===== src/rtl/serial_tx_buff_pkg.sv =====
// Shared definitions for the serial transmit buffer: FSM encoding and counter sizing.
package serial_tx_buff_pkg;

   typedef enum logic [1:0] {
      ST_IDLE  = 2'd0,
      ST_SHIFT = 2'd1,
      ST_DONE  = 2'd2
   } state_t;

   // Bit-counter width for an n-bit word (n is a power of two, so the counter wraps naturally).
   function automatic int cnt_width(input int n);
      return $clog2(n);
   endfunction

endpackage


===== src/rtl/serial_tx_buff_shift_reg_load.sv =====
// Parallel-load / left-shift register; load wins over shift, MSB exposed as the serial bit.
module shift_reg_load #(
   parameter int NDATA = 128
) (
   input  logic             clk,
   input  logic             rst,
   input  logic             load,
   input  logic             shift,
   input  logic [NDATA-1:0] pdin,
   output logic             msb
);

   logic [NDATA-1:0] data;

   // A synchronous clear is a load of zero; the owner drives pdin accordingly.
   always_ff @(posedge clk or negedge rst) begin
      if (!rst) begin
         data <= '0;
      end else if (load) begin
         data <= pdin;
      end else if (shift) begin
         data <= {data[NDATA-2:0], 1'b0};
      end
   end

   assign msb = data[NDATA-1];

endmodule


===== src/rtl/serial_tx_buff.sv =====
// Transmit buffer: takes one word over valid/ready and shifts it out MSB first, one bit per ena.
module serial_tx_buff
   import serial_tx_buff_pkg::*;
#(
   parameter int  NDATA     = 128,
   localparam int NDATA_LOG = cnt_width(NDATA)
) (
   input  logic                 clk,
   input  logic                 rst,
   input  logic [NDATA-1:0]     din,
   input  logic                 load_valid,
   output logic                 load_ready,
   input  logic                 ena,
   output logic                 dout,
   output logic [NDATA_LOG-1:0] cntout,
   output logic                 busy,
   output logic                 done
);

   state_t               state;
   logic [NDATA_LOG-1:0] counter;
   logic                 msb;
   logic                 capture;
   logic                 last_bit;
   logic                 sr_load;
   logic                 sr_shift;
   logic [NDATA-1:0]     sr_pdin;

   assign capture  = (state == ST_IDLE) && load_valid && load_ready;
   assign last_bit = (state == ST_SHIFT) && ena && (counter == NDATA_LOG'(NDATA - 1));

   // The final enabled edge reloads zeros, so the register is clean for the next word.
   assign sr_load  = capture || last_bit;
   assign sr_shift = (state == ST_SHIFT) && ena;
   assign sr_pdin  = (state == ST_IDLE) ? din : '0;

   shift_reg_load #(
      .NDATA (NDATA)
   ) u_shift_reg_load (
      .clk   (clk),
      .rst   (rst),
      .load  (sr_load),
      .shift (sr_shift),
      .pdin  (sr_pdin),
      .msb   (msb)
   );

   always_ff @(posedge clk or negedge rst) begin
      if (!rst) begin
         state      <= ST_IDLE;
         counter    <= '0;
         load_ready <= 1'b0;
         busy       <= 1'b0;
         done       <= 1'b0;
      end else begin
         case (state)
            ST_IDLE: begin
               load_ready <= 1'b1;
               busy       <= 1'b0;
               done       <= 1'b0;
               if (capture) begin
                  state      <= ST_SHIFT;
                  counter    <= '0;
                  load_ready <= 1'b0;
                  busy       <= 1'b1;
               end
            end
            ST_SHIFT: begin
               if (ena) begin
                  counter <= counter + NDATA_LOG'(1);
                  if (last_bit) begin
                     state <= ST_DONE;
                     done  <= 1'b1;
                  end
               end
            end
            ST_DONE: begin
               state      <= ST_IDLE;
               done       <= 1'b0;
               busy       <= 1'b0;
               load_ready <= 1'b1;
            end
            default: begin
               state      <= ST_IDLE;
               counter    <= '0;
               load_ready <= 1'b0;
               busy       <= 1'b0;
               done       <= 1'b0;
            end
         endcase
      end
   end

   assign dout   = (state == ST_SHIFT) && msb;
   assign cntout = counter;

endmodule


===== config.mk =====
export PLATFORM = sky130hd
export DESIGN_NAME = serial_tx_buff
export DESIGN_NICKNAME = d
export VERILOG_FILES = /design/src/rtl/serial_tx_buff_pkg.sv /design/src/rtl/serial_tx_buff_shift_reg_load.sv /design/src/rtl/serial_tx_buff.sv
export SDC_FILE = /design/constraint.sdc
export NUM_CORES = 1
export LEC_CHECK = 0
export CAP_MARGIN = 30
export CORE_MARGIN = 2
export CORE_UTILIZATION = 34
export CTS_CLUSTER_DIAMETER = 120
export DETAILED_ROUTE_END_ITERATION = 8
export PLACE_DENSITY = 0.68
export SYNTH_ARGS = -nofsm -noshare
export SYNTH_HDL_FRONTEND = slang
export SYNTH_SLANG_ARGS = --single-unit

===== constraint.sdc =====
create_clock -name clk -period 1.7 [get_ports clk]
set_input_delay 0.34 -clock clk [delete_from_list [all_inputs] [get_ports clk]]
set_output_delay 0.34 -clock clk [all_outputs]
set_load 0.005 [all_outputs]

==> metrics.cfg <==
[run_status]
outcome = complete, no violations

[cts]
tritoncts = yes
insertion_delay_ns = 0.42
cts_htree_levels = 4
cts_sinks = 140
numCtsBuffers = 17
clk_pin_slew_ns = 0.06
root_buffer = clkbuf_16
clock_path_buffers = 2

[hold_path]
holdCritPathClass = input pin to asynchronous set/reset pin

[pwr]
peakVddDrop_v = 0.000708
power.density_mw_per_mm2 = 1350
p_leak_nw = 4.24

[placement]
gp_congestion = 0.770
port_buffers = 142
dp_hpwl_um = 10200
dp.cells = 994

[detailed_routing]
routedWlPerCell_um = 14.8
ant_nets = 0
drt-total-wl_um = 15300
vias_per_cell = 4.91
dr.pass1.iters = 5
drc = 0
dr_total_vias = 5079
drt_iter0_markers = 312

[floorplanning]
die_y_um = 138
die_w_um = 138
design.die.area_sq_mm = 0.0191
rows = 49
io_pins = 143
core_region_area_sq_mm = 0.0178
initial_utilization_pct = 34.4

[yosys]
synth-seq-cells = 140
async_flop_share_pct = 100
ys_types = 29
synth_top_area_share_pct = 57.3
syn_area_per_cell_sq_um = 9.71
syn_area_sq_mm = 0.00611
synthCells = 629
yosys.area.top_type = dfrtp_1
synth_edf_count = 0
synth_flop_cell = dfrtp_1
syn_nets = 762
synth-seq-area-share_pct = 57.3
synth_warnings = 0
synth.area.top_cells = dfrtp_1 57%, nand2_1 16%, a22oi_1 16%, buf_6 2.8%, buf_2 2.2%

[global_routing]
grt_pass1_vias = 5066
antenna_found_initial = 0
grt_max_degree = 50
grt_pass1_wl_um = 25600
overflow = 0
grt_use_total_pct = 16.6

[setup_path]
r2r_slack_ns = 0.06
cp_max_fo = 2
crit-reg2reg-launch = state[0]
worstRegToRegCells = 6
cp-end-kind = primary output
crit_type = flop to primary output
required_ns = 1.36
timing.rr.end = u_shift_reg_load.data[69]
crit_arrival_ns = 1.30
worstSetupStartpointType = flop

[sta]
slew_headroom_pct = 70.9
fmax_ghz = 0.608
period_minus_slack_ns = 1.64
skew_ns = 0.00566
finalSetupViolCount = 0
tightestPinTransition_ns = 0.435
final_hold_viol_count = 0
period_share_pct = 96.8
slew_viol_final = 0
rsz0062_at_grt = true

[layout]
final_core_util_pct = 48.9
drive_gt1_share_pct = 10.8
final_cells = 1034
area_growth_pct = 42.4
fillers = 1668
diodes = 0
final_nets = 926

[flow_run]
max_cap_viol_count = 0

how the worst max path moves through the flow:
stage | cells after the start | end | from | slack, ns
3_3_place_gp | 7 | u_shift_reg_load.data[95] | ena | -0.16
2_1_floorplan | 6 | u_shift_reg_load.data[100] | state[0] | 0.29
6_report | 3 | dout | state[1] | 0.06
3_5_place_dp | 6 | cntout[3] | load_valid | -0.17
4_1_cts | 1 | cntout[4] | cntout[4] | 0.03
5_1_grt | 3 | dout | state[1] | -0.05
per-layer routing:
metal | vias up | track usage (%) | part of all wire (%)
met5 | - | 0 | 0
met4 | 0 | 6.12 | 1.4
met2 | 126 | 25.0 | 46
li1 | 2500 | - | -
met1 | 2438 | 22.6 | 47
met3 | 15 | 5.23 | 5.5
worst max-delay path, stage by stage, from the launching register on:
cell and delay [ns]:
dfrtp_1 0.37, nand2b_1 0.17, nor2_2 0.11, dlygate4sd2_1 0.23
cells by family after synthesis:
kind of cell | Yosys count | share of synthesized area, %
AOI/OAI and AO/OA | 148 | 17.8
buffers and inverters | 48 | 5.35
DFF | 140 | 57.3
and+or+nand+nor | 287 | 18.5
xor gates and xnor gates | 1 | 0.143
adders and majority gates | 1 | 0.205
muxes | 4 | 0.676
cell usage after synthesis (2+ instances only):
cell type and n:
a21oi_1 6, nor4b_1 2, buf_6 15, nand3b_1 2, dfrtp_1 140, inv_1 2, buf_2 27, and3_1 2
o21ai_0 4, nor2b_1 4, o21ai_1 3, nand2b_1 3, nand3_1 2, clkbuf_1 4, nor2_1 7, a22oi_1 129
mux2i_1 3, nand2_1 263
cell type report:
class                           instances  area, sq um  area share [%]
Timing Repair Buffer                  191         1990            22.8
Multi-Input combinational cell        441         2330            26.8
Tap cell                              229          287            3.29
Sequential cell                       140         3510            40.3
Inverter                                2         7.51          0.0863
Clock buffer                           25          495            5.70
Clock inverter                          6         85.1           0.978
report_power, final:
part           internal, mW  switching [mW]
registers              4.30           0.524
clock network          2.30            1.36
logic                  1.64            1.60
registers in the layout, summed over array words and instances (netlist names):
name	cells
busy	1
cntout	7
done	1
load_ready	1
state	2
u_shift_reg_load.data	128
cells in the final DEF (no fill, tap or decap), types with 2 or more instances in the layout:
| cell type | instances |
|---|---|
| nor4b_1 | 2 |
| clkbuf_8 | 4 |
| nand2_1 | 263 |
| a22oi_2 | 3 |
| clkinv_2 | 2 |
| nor2b_1 | 4 |
| o21ai_0 | 4 |
| buf_4 | 30 |
| nand2b_1 | 3 |
| clkbuf_16 | 17 |
| bufinv_16 | 2 |
| clkdlybuf4s50_1 | 136 |
| nor2_1 | 6 |
| a21oi_1 | 6 |
| dlygate4sd2_1 | 5 |
| clkbuf_1 | 4 |
| and3_1 | 2 |
| nand3b_1 | 2 |
| dfrtp_1 | 137 |
| a22oi_1 | 126 |
| clkinvlp_4 | 2 |
| dfrtp_2 | 3 |
| nand3_1 | 2 |
| mux2i_1 | 3 |
| buf_12 | 15 |
| inv_1 | 2 |
| buf_6 | 4 |
| o21ai_1 | 3 |
stage by stage:
step	worst slack [ns]	setup TNS (ns)	instance area (sq um)	total power [mW]	hold WS, ns
final	0.0552	0	8700	11.7	0.413
after floorplan	0.292	0	6110	6.59	0.0444
after detailed placement	-0.172	-19.01	8020	8.00	0.291
after global routing	-0.0471	-0.0471	8700	12.5	0.434
after global placement	-0.160	-17.89	8020	7.91	0.294
after CTS	0.0333	0	8680	11.8	0.401
repair_timing:
| action | CTS | global route |
|---|---|---|
| resized for setup | 10 | 5 |
| setup buffers | 8 | 0 |
| pin swaps | 0 | 2 |
| setup endpoints to repair | 9 | 9 |
| hold buffers | 1 | 0 |
| hold endpoints to repair | 37 | 0 |
No activity file was read; power rests on OpenSTA's default activity.
